==> config.mk <==
export PLATFORM = sky130hd
export DESIGN_NAME = pc_unit
export DESIGN_NICKNAME = d
export VERILOG_FILES = /design/src/rtl/pc_unit.sv
export SDC_FILE = /design/constraint.sdc
export NUM_CORES = 1
export LEC_CHECK = 0
export CAP_MARGIN = 5
export CELL_PAD_IN_SITES_DETAIL_PLACEMENT = 0
export CELL_PAD_IN_SITES_GLOBAL_PLACEMENT = 2
export CORE_MARGIN = 8
export CORE_UTILIZATION = 22
export DETAILED_ROUTE_END_ITERATION = 10
export PLACE_DENSITY_LB_ADDON = 0.25
export SKIP_LAST_GASP = 1
export SLEW_MARGIN = 20
export SYNTH_ARGS = -nofsm -noshare
export SYNTH_HDL_FRONTEND = slang
export SYNTH_SLANG_ARGS = --single-unit
==> constraint.sdc <==
create_clock -name clk -period 2.7 [get_ports clk]
set_input_delay 0.27 -clock clk [delete_from_list [all_inputs] [get_ports clk]]
set_output_delay 0.27 -clock clk [all_outputs]
set_load 0.005 [all_outputs]
==> src/rtl/pc_unit.sv <==
// Program-counter unit for the IF stage: selects the next fetch address from
// reset, trap, mret, EX redirect, debug halt, stall and sequential increment.
module pc_unit #(
    parameter int              XLEN         = 32,
    parameter logic [XLEN-1:0] RESET_VECTOR = 32'h0000_0000,
    parameter logic [XLEN-1:0] TRAP_VECTOR  = 32'h0000_0100,
    parameter bit              C_EXT        = 1'b1
) (
    input  logic            clk,
    input  logic            rst,
    input  logic            stall,
    input  logic            is_compressed,
    input  logic            redirect_valid,
    input  logic [XLEN-1:0] redirect_target,
    input  logic            trap_valid,
    input  logic [XLEN-1:0] trap_epc,
    input  logic            mret_valid,
    input  logic            halt_req,
    input  logic            resume,
    output logic [XLEN-1:0] pc,
    output logic [XLEN-1:0] pc_next,
    output logic            fetch_valid,
    output logic [XLEN-1:0] epc,
    output logic [XLEN-1:0] badaddr,
    output logic            misalign_err,
    output logic            halted
);

    // Handshake: fetch_valid qualifies pc for the IF/ID register in the same
    // cycle; there is no ready back-pressure other than stall.
    localparam logic [0:0] ST_RUN  = 1'b0;
    localparam logic [0:0] ST_HALT = 1'b1;

    logic [0:0]      state;
    logic            misaligned;
    logic            redirect_bad;
    logic [XLEN-1:0] pc_inc;

    assign misaligned   = C_EXT ? redirect_target[0] : (redirect_target[1:0] != 2'b00);
    // A misaligned redirect only matters when neither trap nor mret outranks it.
    assign redirect_bad = !trap_valid && !mret_valid && redirect_valid && misaligned;
    assign pc_inc       = (C_EXT && is_compressed) ? XLEN'(2) : XLEN'(4);

    always_comb begin
        pc_next = pc + pc_inc;
        if (rst)
            pc_next = RESET_VECTOR;
        else if (trap_valid)
            pc_next = TRAP_VECTOR;
        else if (mret_valid)
            pc_next = epc;
        else if (redirect_valid)
            pc_next = misaligned ? TRAP_VECTOR : redirect_target;
        else if (state == ST_HALT || halt_req || stall)
            pc_next = pc;
    end

    assign fetch_valid = (state == ST_RUN) && !stall;
    assign halted      = (state == ST_HALT);

    always_ff @(posedge clk) begin
        if (rst) begin
            pc           <= RESET_VECTOR;
            epc          <= '0;
            badaddr      <= '0;
            misalign_err <= 1'b0;
            state        <= ST_RUN;
        end else begin
            pc           <= pc_next;
            misalign_err <= redirect_bad;
            if (trap_valid)
                epc <= trap_epc;
            else if (redirect_bad)
                epc <= redirect_target;
            if (redirect_bad)
                badaddr <= redirect_target;
            // Halt entry is never dropped, even when a flush wins the pc mux.
            case (state)
                ST_RUN:  if (halt_req) state <= ST_HALT;
                ST_HALT: if (resume && !halt_req) state <= ST_RUN;
                default: state <= ST_RUN;
            endcase
        end
    end

endmodule

; Yosys cells after proc, flatten, opt, wreduce, memory -nomap -nowiden
; Cells that the tools add are included.
[totals]
mem_bits_rw = 0
romBits = 0
regBits = 98
input_bits = 73
output_inout_bits = 131
latchBits = 0
word_cells = 31
n_memories = 0
[classes]
shift = 0
n_div = 0
mul = 0
n_eq_ne = 0
muxes = 12
n_addsub = 1
reduce_logical = 12
magnitude_cmp = 0
bitwise = 1
[op_table]
columns = op, n
row1 = 32-bit two-way mux, 8
row2 = 32-bit by 3-bit adder with 32-bit output, 1
row3 = 1-bit logical AND, 5
row4 = 1-bit logical NOT, 4
row5 = 3-bit two-way mux, 1
row6 = 1-bit logical OR, 2
row7 = 1-bit two-way mux, 2
row8 = 1-bit one-hot mux with 2 select lines, 1
row9 = 2-bit nonzero test, 1
row10 = 1-bit NOT, 1

; Depth between registers and ports, before layout
[logic_depth]
depth_word = 7
ltp_mapped = 8
ltp_nobuf = 8

; Worst setup path before layout
; OpenSTA, ideal clock, no wires.
[synth_timing]
path_type = reg2out
startpoint = register pc[1]
endpoint = output pc_next[31]
stages_incl_launch_ff = 9
arrival_ns = 2.461
path_buffers = 0
path_slack_ns = -0.031
path_cell_list = dfxtp_1 > ha_1 > inv_1 > fa_1 > or4_4 > or4_4 > nor4_4 > xnor2_1 > a211oi_1
[synth_between]
elab_chain_cells = 6
[synth_lines]
columns = element, line_no
row1 = start: declaration, 20  ; output logic [XLEN-1:0] pc,
row2 = start signal: assignment, 69  ; pc <= pc_next;
row3 = 32-bit by 3-bit adder with 32-bit output, 45  ; pc_next = pc + pc_inc;
row4 = 32-bit two-way mux, 54  ; else if (state == ST_HALT || halt_req || stall)
row5 = 32-bit two-way mux, 52  ; else if (redirect_valid)
row6 = 32-bit two-way mux, 50  ; else if (mret_valid)
row7 = 32-bit two-way mux, 48  ; else if (trap_valid)
row8 = 32-bit two-way mux, 46  ; if (rst)
row9 = end: declaration, 21  ; output logic [XLEN-1:0] pc_next,
; No other way between the ends.

; Final worst setup path
; Same ends and word-level chain as after synthesis.

==> run metrics <==
status=complete, but fails checks; failing checks=setup timing; fin crit period=between 3000 and 4000 ps; crit path launch type=register; Routed Antenna Nets=0; measured slew at the worst slew-check pin=around 760 ps; Setup Viol. Count Final=18; PortBufs=203; first-pass GRT wire length=about 36 mm; Cell Area, Placed=about 0.0079 mm2; CP cell instances=ha_4, inv_2, fa_2, or4_4, or4_4, buf_6, nor4_4, xnor2_1, a211oi_1, buf_2; Root Driver=clkbuf_16; Post-synth EDFFs=0; reg-to-reg critical path endpoint=pc[23]; flip-flop and latch count after synthesis=98; post-DR wirelength/cell=roughly 20 um; hold path cells=2; Pint=0.002570 W; class of the worst hold path=register to register; I/O pins=roughly 200; Clock Skew=just over 9 ps; Synth Area per Inst=a little over 8 um2; Critical Path Sink Type=primary output; top cell type's share of synthesized area=between 30% and 40%; relative slew slack=49.39%; Comb pwr share=around a fifth; worst r2r path cells=10; Via density=approximately 4.7; Post-Layout Cell Count=about 1,200; Clock Latency Late Sink=roughly 360 ps; Max Freq=roughly 310 MHz; part of the power in registers=43.3%; Post-DP HPWL=between 15 and 20 mm; CTS clk-pin slew, worst paths=80 ps; CTS H-tree depth=3; # rows=between 50 and 60; static leakage=3.272 nW; Primary FF master, synth=dfxtp_1; hold endpoint=badaddr[1]; Area growth, synth to finish=65.01%; Pwr Density=422.8 mW/mm2; WHS=460.8 ps; nets=959; crit share post-route=121.3%; 1st-iter DRT viols=369; CTS Sinks=98; cell area after layout=~0.0086 mm2; RSZ-0062 raised after global routing=true; largest net degree at the start of global routing=68; TNS Setup=-4321 ps; total gr overflow=0; Num CTS Buffers=9; synth top area cells=dfxtp_1, a21oi_1, mux2_2, nand2_1, mux2i_1; R2R setup slack=approximately 10 ps; Tot Pwr=~0.0036 W; # DRC=0; Die Width=between 150 and 200 um; die area=approximately 0.029 mm2; Final Max Slew Viols=0; worst vdd ir=about 0.29 mV; CP max stage delay=about 510 ps; Max Cap Viol=0; critical path fanouts, max=3; Hold Fails Final Rpt=0; Core Area=approximately 0.023 mm2; Slowest-stage cell, CP=or4_4; Syn. warnings=0; RR Startpoint=pc[1]; Cells after Synth=629; share of cells above drive strength 1=between 20% and 30%; CP dominant cell by count=or4_4; Psw=~0.0010 W; Clock Path Buffers=2; Post-Syn Nets=around 710; antenna violations before repair=2; vias in the first global route=~5,600; register area share after synthesis=37.84%; GRT Overall Usage=between 10% and 20%; type of the worst setup path=register to primary output; WP data arrival=roughly 3000 ps; Yosys cell types=57; Sw Ratio=just under 30%; hold buffers post-CTS=0; Total Wirelength=about 24 mm; Async S/R FF share, synth=0%; CTS tree=built; Clock power frac=a little over a third; placed cell count=approximately 1,200; WP data required=between 2000 and 2500 ps; Worst Min Path Start=badaddr[1]; Synth area leader=dfxtp_1; chip height=between 150 and 200 um; setup ws final=-574.6 ps; initial cell density of the core=roughly 22%; total number of vias=about 5,600; Syn Std Cell Area=0.005185 mm2; DRT Pass-1 Iters=5; routability-driven placement congestion ratio=around 0.86
[placed cells by master, fill, tap and decap left out, types with 9 or more instances in the layout]
cell             count
buf_4               78
mux2i_1             31
dfxtp_1             95
nor2_1              48
a31oi_1             10
buf_2               15
inv_1               14
clkbuf_16            9
nand4_1             13
o21ai_0             33
a211oi_1            10
nand3_1             16
mux2_2              29
a211oi_2             9
clkdlybuf4s50_1    172
a21oi_1             64
nand2_1             84
[power by group through the flow]
| stage | Clock (W) | Sequential (W) | Combinational [W] |
|---|---|---|---|
| detailed placement | 0 | 0.00160 | 0.000719 |
| finish | 0.00131 | 0.00156 | 0.000741 |
| global route | 0.00141 | 0.00157 | 0.000797 |
| CTS | 0.00136 | 0.00156 | 0.000733 |
| floorplan | 0 | 0.00159 | 0.000271 |
| global placement | 0 | 0.00159 | 0.000715 |
[metal layers]
layer	vias to the layer above	track usage (%)	share of wire (%)
met2	167	26.48	46
met1	2686	21.87	46
li1	2770	-	-
met4	2	4.425	1.3
met5	-	0	0.037
met3	23	3.768	6.0
[through the flow]
step,utilization [%],setup slack (ps)
after global placement,33.87,-1030
after global routing,36.67,-707.9
after floorplan,-,-4.576
final,36.67,-574.6
after detailed placement,33.87,-1039
after CTS,36.02,-622.9
[worst max path at each step]
stage | start | end | slack (ps) | cells after the start
final | pc[1] | pc_next[31] | -570 | 10
after global routing | pc[1] | pc_next[31] | -710 | 10
after global placement | is_compressed | pc_next[23] | -1030 | 10
after floorplan | pc[1] | pc_next[29] | -5 | 8
after CTS | pc[1] | pc_next[27] | -620 | 10
after detailed placement | is_compressed | pc_next[27] | -1040 | 10
[area by class of cell]
cell class,count,area [um2]
Antenna cell,1,2.502
Inverter,15,56.30
Timing Repair Buffer,289,2596
Fill cell,2393,14780
Sequential cell,98,1966
Multi-Input combinational cell,470,3242
Clock buffer,10,239.0
Tap cell,319,399.1
Clock inverter,6,55.05
[critical path: cells and delay by family, from the launching register on]
kind	cells	cell delay [ps]
AOI/OAI and AO/OA	1	220
adders and majority gates	2	480
and+or+nand+nor	3	1150
DFF	1	350
buffers and inverters	3	350
xor gates and xnor gates	1	110
[cells in the mapped netlist (3+ instances only)]
cell type,n
xnor2_1,12
inv_1,15
or3_1,6
o32ai_1,4
nor4_1,3
and4_1,5
o21ai_0,41
a31oi_1,12
nor2_1,51
a21oi_1,70
and2_1,4
a211oi_1,20
clkbuf_1,34
dfxtp_1,98
nand3_1,18
o221ai_1,3
xor2_1,7
clkbuf_8,4
nor2b_1,5
nand2_1,84
mux2_2,28
nand4_1,13
a221oi_1,4
and3_1,9
mux2i_1,31
nor3_1,9
[sequential cells by signal, indices dropped and copies added, names as in the netlist]
register / flops
badaddr: 32
epc: 32
pc: 32
halted: 1
misalign_err: 1
[cells by family after synthesis]
group	synth area share, %
compound gates	18.48
xor+xnor	3.209
fa+ha+maj	0.8687
buf+inv	5.912
flops	37.84
mux	12.28
simple gates	21.40
[what timing repair did]
item / CTS / global route
setup buffers: 8 / 7
gates cloned: 0 / 1
endpoints found under the setup margin: 29 / 26
pin swaps: 32 / 29
gates resized for setup: 100 / 58
Power figures use the tool's default switching activity.
